==> src/rtl/rx_frame_pkg.sv <==
// Shared definitions for the receive frame deframer: FSM states, error
// codes, default delimiter words and header field positions.
package rx_frame_pkg;

    // Deframer states, in the order a well-formed frame walks through them
    typedef enum logic [2:0] {
        HUNT,
        IDLE,
        HDR,
        PAYLOAD,
        EOF_CHK
    } rxState_e;

    // Error codes reported on o_err_code, held until the next error pulse
    localparam logic [1:0] ERR_BAD_LEN      = 2'd0;
    localparam logic [1:0] ERR_EOF_MISMATCH = 2'd1;
    localparam logic [1:0] ERR_LOCK_LOST    = 2'd2;
    localparam logic [1:0] ERR_REALIGN      = 2'd3;

    // Default delimiter and fill words; IDLE must agree with the bit aligner
    localparam logic [31:0] DEFAULT_SOF_WORD  = 32'hFB55_55D5;
    localparam logic [31:0] DEFAULT_EOF_WORD  = 32'hFDFD_FDFD;
    localparam logic [31:0] DEFAULT_IDLE_WORD = 32'h0707_0707;

    // Header word layout: {len[15:0], seq[15:0]}
    localparam int HDR_LEN_MSB = 31;
    localparam int HDR_LEN_LSB = 16;
    localparam int HDR_SEQ_MSB = 15;
    localparam int HDR_SEQ_LSB = 0;

    // A zero-length or oversize frame cannot be framed, so it is rejected at the header
    function automatic logic lenIsBad(input logic [15:0] len, input int maxLen);
        return (len == 16'd0) || (len > 16'(maxLen));
    endfunction

endpackage

==> src/rtl/rx_frame_deframer.sv <==
// Receive frame deframer: strips IDLE fill, delimits SOF/header/payload/EOF
// frames from the aligned word stream, forwards payload with sof/eof markers
// and asks the bit aligner to realign after a run of unexpected words.
module rx_frame_deframer
    import rx_frame_pkg::*;
#(
    parameter int              W               = 32,
    parameter logic [W-1:0]    SOF_WORD        = DEFAULT_SOF_WORD,
    parameter logic [W-1:0]    EOF_WORD        = DEFAULT_EOF_WORD,
    parameter logic [W-1:0]    IDLE_WORD       = DEFAULT_IDLE_WORD,
    parameter int              MAX_LEN         = 1024,
    parameter int              BAD_WORD_MAX    = 16,
    parameter int              REALIGN_HOLDOFF = 64
) (
    input  logic               clk,
    input  logic               rst_n,
    input  logic               i_bit_locked,
    input  logic               i_valid,
    input  logic [W-1:0]       i_data,
    output logic               o_valid,
    output logic [W-1:0]       o_data,
    output logic               o_sof,
    output logic               o_eof,
    output logic [15:0]        o_seq,
    output logic               o_frame_ok,
    output logic               o_err,
    output logic [1:0]         o_err_code,
    output logic               o_realign_req
);

    localparam int BCW = $clog2(BAD_WORD_MAX + 1);
    localparam int HOW = $clog2(REALIGN_HOLDOFF + 1);

    localparam logic [BCW-1:0] BAD_LAST    = BCW'(BAD_WORD_MAX - 1);
    localparam logic [HOW-1:0] HOLDOFF_VAL = HOW'(REALIGN_HOLDOFF);

    rxState_e        state_q;
    logic [15:0]     remaining_q;
    logic            firstWord_q;
    logic [15:0]     seqPend_q;
    logic [BCW-1:0]  badCnt_q;
    logic [HOW-1:0]  holdoff_q;

    logic            valid_q;
    logic [W-1:0]    data_q;
    logic            sof_q;
    logic            eof_q;
    logic [15:0]     seq_q;
    logic            frameOk_q;
    logic            err_q;
    logic [1:0]      errCode_q;
    logic            realign_q;

    logic [15:0]     hdrLen_d;
    logic [15:0]     hdrSeq_d;
    logic            hdrBad_d;
    logic            lockLost_d;
    logic            inFrame_d;

    // Decode the current word as a header and detect lock loss outside HUNT
    always_comb begin
        hdrLen_d   = i_data[HDR_LEN_MSB:HDR_LEN_LSB];
        hdrSeq_d   = i_data[HDR_SEQ_MSB:HDR_SEQ_LSB];
        hdrBad_d   = lenIsBad(hdrLen_d, MAX_LEN);
        lockLost_d = (state_q != HUNT) && !i_bit_locked;
        inFrame_d  = (state_q == HDR) || (state_q == PAYLOAD) || (state_q == EOF_CHK);
    end

    // Frame FSM with its counters and the registered output stage
    always_ff @(posedge clk) begin
        if (!rst_n) begin
            state_q     <= HUNT;
            remaining_q <= '0;
            firstWord_q <= 1'b0;
            seqPend_q   <= '0;
            badCnt_q    <= '0;
            holdoff_q   <= '0;
            valid_q     <= 1'b0;
            data_q      <= '0;
            sof_q       <= 1'b0;
            eof_q       <= 1'b0;
            seq_q       <= '0;
            frameOk_q   <= 1'b0;
            err_q       <= 1'b0;
            errCode_q   <= ERR_BAD_LEN;
            realign_q   <= 1'b0;
        end else begin
            valid_q   <= 1'b0;
            sof_q     <= 1'b0;
            eof_q     <= 1'b0;
            frameOk_q <= 1'b0;
            err_q     <= 1'b0;
            realign_q <= 1'b0;

            if (lockLost_d) begin
                state_q  <= HUNT;
                badCnt_q <= '0;
                if (inFrame_d) begin
                    err_q     <= 1'b1;
                    errCode_q <= ERR_LOCK_LOST;
                end
            end else begin
                case (state_q)
                    HUNT: begin
                        if (holdoff_q != '0) begin
                            holdoff_q <= holdoff_q - 1'b1;
                        end else if (i_bit_locked) begin
                            state_q <= IDLE;
                        end
                    end

                    IDLE: begin
                        if (i_valid) begin
                            if (i_data == IDLE_WORD) begin
                                badCnt_q <= '0;
                            end else if (i_data == SOF_WORD) begin
                                badCnt_q <= '0;
                                state_q  <= HDR;
                            end else if (badCnt_q >= BAD_LAST) begin
                                badCnt_q  <= '0;
                                realign_q <= 1'b1;
                                err_q     <= 1'b1;
                                errCode_q <= ERR_REALIGN;
                                holdoff_q <= HOLDOFF_VAL;
                                state_q   <= HUNT;
                            end else begin
                                badCnt_q <= badCnt_q + 1'b1;
                            end
                        end
                    end

                    HDR: begin
                        if (i_valid) begin
                            if (hdrBad_d) begin
                                err_q     <= 1'b1;
                                errCode_q <= ERR_BAD_LEN;
                                state_q   <= IDLE;
                            end else begin
                                remaining_q <= hdrLen_d;
                                seqPend_q   <= hdrSeq_d;
                                firstWord_q <= 1'b1;
                                state_q     <= PAYLOAD;
                            end
                        end
                    end

                    PAYLOAD: begin
                        if (i_valid) begin
                            valid_q     <= 1'b1;
                            data_q      <= i_data;
                            sof_q       <= firstWord_q;
                            eof_q       <= (remaining_q == 16'd1);
                            firstWord_q <= 1'b0;
                            remaining_q <= remaining_q - 16'd1;
                            if (firstWord_q) begin
                                seq_q <= seqPend_q;
                            end
                            if (remaining_q == 16'd1) begin
                                state_q <= EOF_CHK;
                            end
                        end
                    end

                    EOF_CHK: begin
                        if (i_valid) begin
                            if (i_data == EOF_WORD) begin
                                frameOk_q <= 1'b1;
                            end else begin
                                err_q     <= 1'b1;
                                errCode_q <= ERR_EOF_MISMATCH;
                            end
                            state_q <= IDLE;
                        end
                    end

                    default: begin
                        state_q <= HUNT;
                    end
                endcase
            end
        end
    end

    assign o_valid       = valid_q;
    assign o_data        = data_q;
    assign o_sof         = sof_q;
    assign o_eof         = eof_q;
    assign o_seq         = seq_q;
    assign o_frame_ok    = frameOk_q;
    assign o_err         = err_q;
    assign o_err_code    = errCode_q;
    assign o_realign_req = realign_q;

endmodule

==> config.mk <==
export PLATFORM = sky130hd
export DESIGN_NAME = rx_frame_deframer
export DESIGN_NICKNAME = d
export VERILOG_FILES = /design/src/rtl/rx_frame_pkg.sv /design/src/rtl/rx_frame_deframer.sv
export SDC_FILE = /design/constraint.sdc
export NUM_CORES = 1
export LEC_CHECK = 0
export ABC_CLOCK_PERIOD_IN_PS = 3900
export CORE_MARGIN = 2
export CORE_UTILIZATION = 25
export CTS_CLUSTER_DIAMETER = 80
export DETAILED_ROUTE_END_ITERATION = 10
export SETUP_SLACK_MARGIN = 0.02
export SLEW_MARGIN = 20
export SYNTH_ARGS = -nofsm -noshare
export SYNTH_HDL_FRONTEND = slang
export SYNTH_SLANG_ARGS = --single-unit
==> constraint.sdc <==
create_clock -name clk -period 3.9 [get_ports clk]
set_input_delay 0.39 -clock clk [delete_from_list [all_inputs] [get_ports clk]]
set_output_delay 0.39 -clock clk [all_outputs]
set_load 0.02 [all_outputs]
**Word-level counts from Yosys, hierarchy flattened**

Cells that the tools add are included.
W data, S select, Z words.

- Flip-flop bits (word level): 104
- Input port bits: 36

- Reductions and logical operators: 25
- Order comparisons: 2
- $add $sub $neg: 3
- Equality and inequality tests: 30
- Bitwise logic cells: 7
- Mux-type cells: 53

Operators by type and width:

| kind | count |
|---|---|
| $eq A32 B32 Y1 const B | 2 |
| $mux W16 | 3 |
| $mux W7 | 5 |
| $eq A32 B27 Y1 const B | 1 |
| $pmux W16 S2 | 1 |
| $mux W3 | 10 |
| $ne A3 B3 Y1 const B | 9 |
| $mux W2 | 11 |
| $ne A2 B2 Y1 const B | 11 |
| $eq A16 B1 Y1 const B | 1 |
| $gt A16 B11 Y1 const B | 1 |
| $logic_not A16 Y1 | 1 |
| $sub A16 B1 Y16 const B | 1 |
| $mux W1 | 15 |
| $mux W5 | 3 |
| $pmux W3 S5 | 1 |
| $pmux W7 S2 | 1 |
| $reduce_and A10 Y1 | 1 |
| $reduce_and A9 Y1 | 1 |
| $reduce_and A4 Y1 | 2 |
| $reduce_or A4 Y1 | 2 |
| $not A1 Y1 | 7 |
| $reduce_and A7 Y1 | 1 |
| $reduce_bool A7 Y1 | 1 |
| other kinds (22) | 28 |

**Depth between registers and ports, before layout**

Gate-level depths: netlist of the first run.

- Word-level depth: 7
- Gate-level depth with buffers: 9
- Gate-level depth less buffers: 9

**Worst setup path before layout of the first run**

No wires, ideal clock.

- Path kind: flip-flop to flip-flop
- Start point: register remaining_q[0]
- End point: register state_q[0]
- Cell stages (with the launch flop): 8
- Path slack: 1771 ps
- Arrival: 2056 ps
- Buffers on the path: 0
- Clock period less this slack: 2129 ps
- Required time: 3827 ps
- Path through: dfxtp_1 -> ha_1 -> or4b_4 -> o41ai_2 -> a21oi_1 -> a311o_1 -> a211o_1 -> a21oi_1

- Cells in the longest elaborated chain, start to end: 3

RTL lines:

| item | line | text |
|---|---|---|
| start: declaration | rx_frame_deframer.sv:38 | `logic [15:0] remaining_q;` |
| start signal: assignment | rx_frame_deframer.sv:139 | `remaining_q <= hdrLen_d;` |
| start signal: assignment | rx_frame_deframer.sv:154 | `remaining_q <= remaining_q - 16'd1;` |
| $eq A16 B1 Y1 | rx_frame_deframer.sv:158 | `if (remaining_q == 16'd1) begin` |
| $ne A2 B1 Y1 (no line) | - |  |
| $reduce_and A9 Y1 (no line) | - |  |
| end signal: assignment | rx_frame_deframer.sv:159 | `state_q <= EOF_CHK;` |
| end signal: assignment | rx_frame_deframer.sv:172 | `state_q <= IDLE;` |
| end signal: assignment | rx_frame_deframer.sv:177 | `state_q <= HUNT;` |
| end: declaration | rx_frame_deframer.sv:37 | `rxState_e state_q;` |

No other way between the ends.
A chain may end at the register's enable or synchronous reset.

**Worst setup path after layout of the first run**

- Start point: input port i_data[20]
- End point: register seqPend_q[5]

- Cells in the longest elaborated chain, start to end: 4

RTL lines:

| item | line | text |
|---|---|---|
| start: declaration | rx_frame_deframer.sv:19 | `input logic [W-1:0] i_data,` |
| $gt A16 B11 Y1 or $logic_not A16 Y1 (tied branches) | rx_frame_pkg.sv:33 | `return (len == 16'd0) \|\| (len > 16'(maxLen));` |
| $logic_or A1 B1 Y1 (*) | rx_frame_pkg.sv:33 |  |
| $not A1 Y1 (no line) (*) | - |  |
| $reduce_and A4 Y1 (no line) (*) | - |  |
| end signal: assignment | rx_frame_deframer.sv:140 | `seqPend_q <= hdrSeq_d;` |
| end: declaration | rx_frame_deframer.sv:40 | `logic [15:0] seqPend_q;` |

Mark *: on every way between the ends. The rest lies on a longest branch, timed or not.

==> results of run 1 <==
[kinds of logic after synthesis]
kind of cell / share of synthesized area, %
AND/OR/NAND/NOR: 29.1
AO/OA/AOI/OAI: 20.6
flip-flops: 44.2
buffers and inverters: 3.80
adder cells (fa/ha/maj): 1.60
multiplexers: 0.691
[cell type report]
type,count,area share (%)
multi-input combinational,461,39.6
sequential,104,33.7
timing repair buffer,97,15.7
tap,234,4.74
clock buffer,9,3.65
clock inverter,7,1.76
inverter,13,0.790
[cells in the final DEF, fill, tap and decap left out, types with 4 or more instances in the layout]
cell type	instances
a211oi_1	4
a21oi_1	92
a31oi_1	9
and2_1	7
and3_1	5
buf_4	5
clkbuf_16	9
clkdlybuf4s50_1	91
dfxtp_1	104
ha_1	6
inv_1	11
nand2_1	168
nand2b_1	6
nand3_1	9
nand4_1	7
nand4b_1	7
nor2_1	30
nor3_1	18
nor4_1	9
o21a_1	4
o21ai_0	13
o21ai_1	4
or3_1	5
[sequential cells by signal (all words and copies together) (netlist names), 2 cells and up]
name and cells:
seqPend_q 16, badCnt_q 5, holdoff_q 7, state_q 3, o_err_code 2, o_data 32, o_seq 16, remaining_q 16
[power groups by stage]
| stage | Clock, mW | Combinational [mW] | Sequential, mW |
|---|---|---|---|
| 4_1_cts | 1.04 | 0.449 | 1.16 |
| 5_1_grt | 1.09 | 0.497 | 1.17 |
| 2_1_floorplan | 0 | 0.329 | 1.16 |
| 6_report | 1.01 | 0.446 | 1.16 |
| 3_5_place_dp | 0 | 0.448 | 1.19 |
| 3_3_place_gp | 0 | 0.446 | 1.19 |
[worst reg2reg max path, delay by kind of cell, from the launching register on]
kind            cells  cell delay, ns
flops               1            0.78
simple gates        3            1.11
buf+inv             1            0.23
compound gates      2            0.28
[path summary, 6_finish.rpt]
kind,start,end,slack [ns],depth (start not counted)
worst max-delay path,i_data[20],seqPend_q[5],1.32,7
worst max register to register,state_q[0],badCnt_q[2],1.43,6
worst min register to register,o_data[9],o_data[9],0.45,2
worst min-delay path,o_data[9],o_data[9],0.45,2
[per-layer routing]
metal  vias to the layer above  track usage [%]  routed length [µm]  part of all wire, %
met1                      2094             20.3                6880                   45
met3                        37             2.89                 893                  5.9
li1                       2299                -                   -                    -
met5                         -                0                   0                    0
met2                       150             23.0                6710                   44
met4                         0             8.32                 658                  4.3
==> results.yml, run 1 <==
synth:
  yosysSeqAreaShare_pct: 44.2
  synth_area_mm2: 0.00471
  synthTopCellsByArea: "dfxtp_1 44%, nand2_1 13%, a21oi_1 9.8%"
  synth_ff_type: "dfxtp_1"
  syn_inst: 611
  ys_ff_latch: 104
  postSynth.asyncResetShare_pct: 0
  synth_edf_count: 0
  syn_avg_cell_area_um2: 7.70
  syn_nets: 653
  yosys.area.top_type_share_pct: 44.2
  synth_cell_types: 64
  synthTopCellsByCount: "168 x nand2_1, 104 x dfxtp_1, 92 x a21oi_1"
  ys_warn_count: 0
  yosys.area.top_type: "dfxtp_1"
  synth_most_common_cell: "nand2_1"
floorplanning:
  rows: 50
  dieArea_mm2: 0.0199
  core_area_mm2: 0.0186
  start_util_pct: 25.3
  io_pins: 92
  die_h_um: 141
  die_w_um: 141
sta:
  rsz0062_at_grt: "false"
  hold_viol: 0
  setup_tns_ns: 0
  hold_slack_ns: 0.454
  timing.fmax_mhz: 388
  fin_crit_sh_pct: 66.0
  finalMaxSlewViolations: 0
  tightest_slew_ns: 0.772
  fin_ws_ns: 1.32
  finalCriticalPeriod_ns: 2.58
  finClkSkew_ns: 0.00758
  maxSlewHeadroom_pct: 48.4
  setup_viol: 0
setup_path:
  crit_type: "primary input to flip-flop"
  cp_max_fo: 16
  slowest_delay_ns: 0.62
  worstPathArrival_ns: 2.81
  cp_data_required_time_ns: 4.14
  critPathBufInv: 1
  slowest_stage: "nor4_1"
  critPathTopFamily: "simple AND/OR/NAND/NOR gates"
  crit_chain: "clkdlybuf4s50_1 > nor4_1 > a31o_2 > nand3_1 > or3_1 > nand2_1 > a21oi_1"
  start_kind: "primary input"
  end_kind: "flip-flop"
route:
  vias_per_cell: 4.95
  drt-initial-drc-count: 325
  postRouteAntennaNets: 0
  drc_errors: 0
  routedWlPerCell_um: 16.4
  first_pass_iters: 5
  wl_um: 15100
  num_vias: 4580
clock_network:
  cts_tree: "built"
  clockRootBuffer: "clkbuf_16"
  clk_pin_slew_ns: 0.07
  cts-htree-levels: 3
  post_cts_buffers: 0
  cts_hold_buffers: 0
  cts_resized: 0
  worstSkewPairLatency_ns: 0.36
  cts_made_buffers: 9
  clock_tree.buffer_depth: 2
  clkSinkCount: 104
power:
  combPwrFrac_pct: 17.0
  p_sw_share_pct: 28.6
  power_frac_seq_pct: 44.3
  p_leak_nw: 2.03
  power_mw: 2.62
  power_frac_clock_pct: 38.7
  ir_worst_vdd_mv: 0.216
  p_switching_mw: 0.751
  p_int_mw: 1.87
  power_density_mw_per_mm2: 425
layout:
  multiInputGateArea_mm2: 0.00245
  instances_no_fill: 925
  regArea_mm2: 0.00208
  synthToLayoutAreaGrowth_pct: 31.2
  finalNetCount: 728
  drive_gt1_share_pct: 5.50
  nFillCells: 1970
  fin_area_mm2: 0.00617
  post-route-util_pct: 33.2
  diodes: 0
placed_design:
  dp_worst_setup_slack_ns: 0.930
  postPlaceCellArea_mm2: 0.00584
  dp.cells: 909
  port-buffer-count: 91
  gp_congestion: 0.974
  place_hpwl_um: 11000
global_route:
  grt_overflow: 0
  grt_max_degree: 71
  grt_pass1_vias: 4201
  grtUsageTotal_pct: 15.2
  antenna_found_initial: 0
  grt_pass1_wl_um: 23400
outcome:
  status: "finished clean"
job:
  cap_violations: 0
hold_path:
  hold_class: "flip-flop to flip-flop"
Power figures use the tool's default switching activity.
==> inputs of run 2 (changes only) <==
--- a/config.mk
+++ b/config.mk
@@ -5,7 +5,7 @@
 export SDC_FILE = /design/constraint.sdc
 export NUM_CORES = 1
 export LEC_CHECK = 0
-export ABC_CLOCK_PERIOD_IN_PS = 3900
+export ABC_CLOCK_PERIOD_IN_PS = 2650
 export CORE_MARGIN = 2
 export CORE_UTILIZATION = 25
 export CTS_CLUSTER_DIAMETER = 80
==> constraint.sdc (replaced) <==
create_clock -name clk -period 2.65 [get_ports clk]
set_input_delay 0.265 -clock clk [delete_from_list [all_inputs] [get_ports clk]]
set_output_delay 0.265 -clock clk [all_outputs]
set_load 0.02 [all_outputs]
==> results.yml, run 2 (synthesis gave the netlist of run 1 again) <==
clock_network:
  worstSkewPairLatency_ns: 0.37
  cts_tree: "built"
  clk_pin_slew_ns: 0.08
  clock_tree.buffer_depth: 2
  cts_resized: 0
  cts_made_buffers: 9
  cts-htree-levels: 3
  clkSinkCount: 104
  clockRootBuffer: "clkbuf_16"
  post_cts_buffers: 0
  cts_hold_buffers: 0
global_route:
  grt_overflow: 0
  antenna_found_initial: 0
  grt_pass1_vias: 4380
  grt_max_degree: 48
  grtUsageTotal_pct: 15.4
  grt_pass1_wl_um: 24000
route:
  routedWlPerCell_um: 16.1
  drc_errors: 0
  vias_per_cell: 4.90
  num_vias: 4697
  postRouteAntennaNets: 0
  wl_um: 15400
  drt-initial-drc-count: 406
  first_pass_iters: 5
placed_design:
  port-buffer-count: 91
  postPlaceCellArea_mm2: 0.00611
  dp.cells: 942
  gp_congestion: 0.851
  place_hpwl_um: 11200
job:
  cap_violations: 0
setup_path:
  worstPathArrival_ns: 2.68
  slowest_delay_ns: 0.48
  critPathBufInv: 0
  slowest_stage: "or4b_4"
  crit_chain: "ha_1 > or4b_4 > o41ai_2 > a21oi_1 > a311o_1 > a211o_1 > a21oi_1"
  end_kind: "flip-flop"
  cp_data_required_time_ns: 2.94
  critPathTopFamily: "compound AO/OA/AOI/OAI gates"
  cp_max_fo: 6
  crit_type: "flip-flop to flip-flop"
  crit_path_frequent_cell: "a21oi_1"
  start_kind: "flip-flop"
sta:
  rsz0062_at_grt: "false"
  finalMaxSlewViolations: 0
  timing.fmax_mhz: 418
  maxSlewHeadroom_pct: 56.3
  setup_tns_ns: 0
  hold_viol: 0
  finalCriticalPeriod_ns: 2.39
  fin_crit_sh_pct: 90.3
  tightest_slew_ns: 0.654
  setup_viol: 0
  finClkSkew_ns: 0.0138
layout:
  finalNetCount: 761
  layout_commonest_cell: "nand2_1"
  post-route-util_pct: 34.6
  largest_register_ffs: 32
  drive_gt1_share_pct: 9.53
  layout_common_cells: "168 x nand2_1, 104 x dfxtp_1, 92 x a21oi_1"
  instances_no_fill: 958
  synthToLayoutAreaGrowth_pct: 36.7
  fin_area_mm2: 0.00643
  diodes: 0
floorplanning:
  start_util_pct: 25.3
  rows: 50
  core_area_mm2: 0.0186
  dieArea_mm2: 0.0199
  die_h_um: 141
  die_w_um: 141
  io_pins: 92
hold_path:
  hold_class: "flip-flop to flip-flop"
power:
  p_leak_nw: 2.19
  ir_worst_vdd_mv: 0.309
  power_density_mw_per_mm2: 602
outcome:
  status: "finished clean"
## run 2: worst paths after layout
path	from	endpoint	slack [ns]	depth (start not counted)
max	remaining_q[0]	state_q[0]	0.26	7
min	seqPend_q[0]	seqPend_q[0]	0.45	2
max reg2reg	remaining_q[0]	state_q[0]	0.26	7
min reg2reg	seqPend_q[0]	seqPend_q[0]	0.45	2
## run 2: metrics by stage
stage / setup WS [ns] / total power [mW] / hold slack [ns]
final: 0.258 / 3.87 / 0.453
after global routing: 0.0822 / 4.06 / 0.471
after CTS: 0.236 / 3.90 / 0.454
after detailed placement: 0.0886 / 2.45 / 0.443
after global placement: 0.113 / 2.45 / 0.440
after floorplan: 0.521 / 2.19 / 0.401
## run 2: report_power, final
part	internal [mW]	switching, mW	total, mW
logic	0.324	0.396	0.720
clock network	0.838	0.618	1.46
registers	1.62	0.0711	1.69
total	2.79	1.09	3.87
## run 2: worst register-to-register path, cell delays in order, from the launching register on
cell and delay, ns:
dfxtp_1 0.44, ha_1 0.17, or4b_4 0.48, o41ai_2 0.37
a21oi_1 0.15, a311o_1 0.37, a211o_1 0.23, a21oi_1 0.11
## run 2: layout make-up
class	instances	area (µm²)
Timing Repair Buffer	130	1240
Clock buffer	11	233
Clock inverter	5	86.3
Tap cell	234	293
Multi-Input combinational cell	461	2450
Fill cell	1935	12100
Inverter	13	48.8
Sequential cell	104	2080
## run 2: per-layer routing
metal	part of all wire [%]	wire [µm]	up-vias	global-route usage (%)
met2	46	7130	137	25.2
met5	0	0	-	0
met3	6.4	992	19	3.53
met4	2.0	306	0	5.37
li1	-	-	2356	-
met1	45	6980	2185	20.0
==> inputs of run 3 (changes only) <==
--- a/config.mk
+++ b/config.mk
@@ -5,13 +5,11 @@
 export SDC_FILE = /design/constraint.sdc
 export NUM_CORES = 1
 export LEC_CHECK = 0
-export ABC_CLOCK_PERIOD_IN_PS = 2650
 export CORE_MARGIN = 2
 export CORE_UTILIZATION = 25
 export CTS_CLUSTER_DIAMETER = 80
 export DETAILED_ROUTE_END_ITERATION = 10
 export SETUP_SLACK_MARGIN = 0.02
-export SLEW_MARGIN = 20
 export SYNTH_ARGS = -nofsm -noshare
 export SYNTH_HDL_FRONTEND = slang
 export SYNTH_SLANG_ARGS = --single-unit
==> results of run 3 <==
The final DEF is identical to that of run 2; final timing and power are the same.
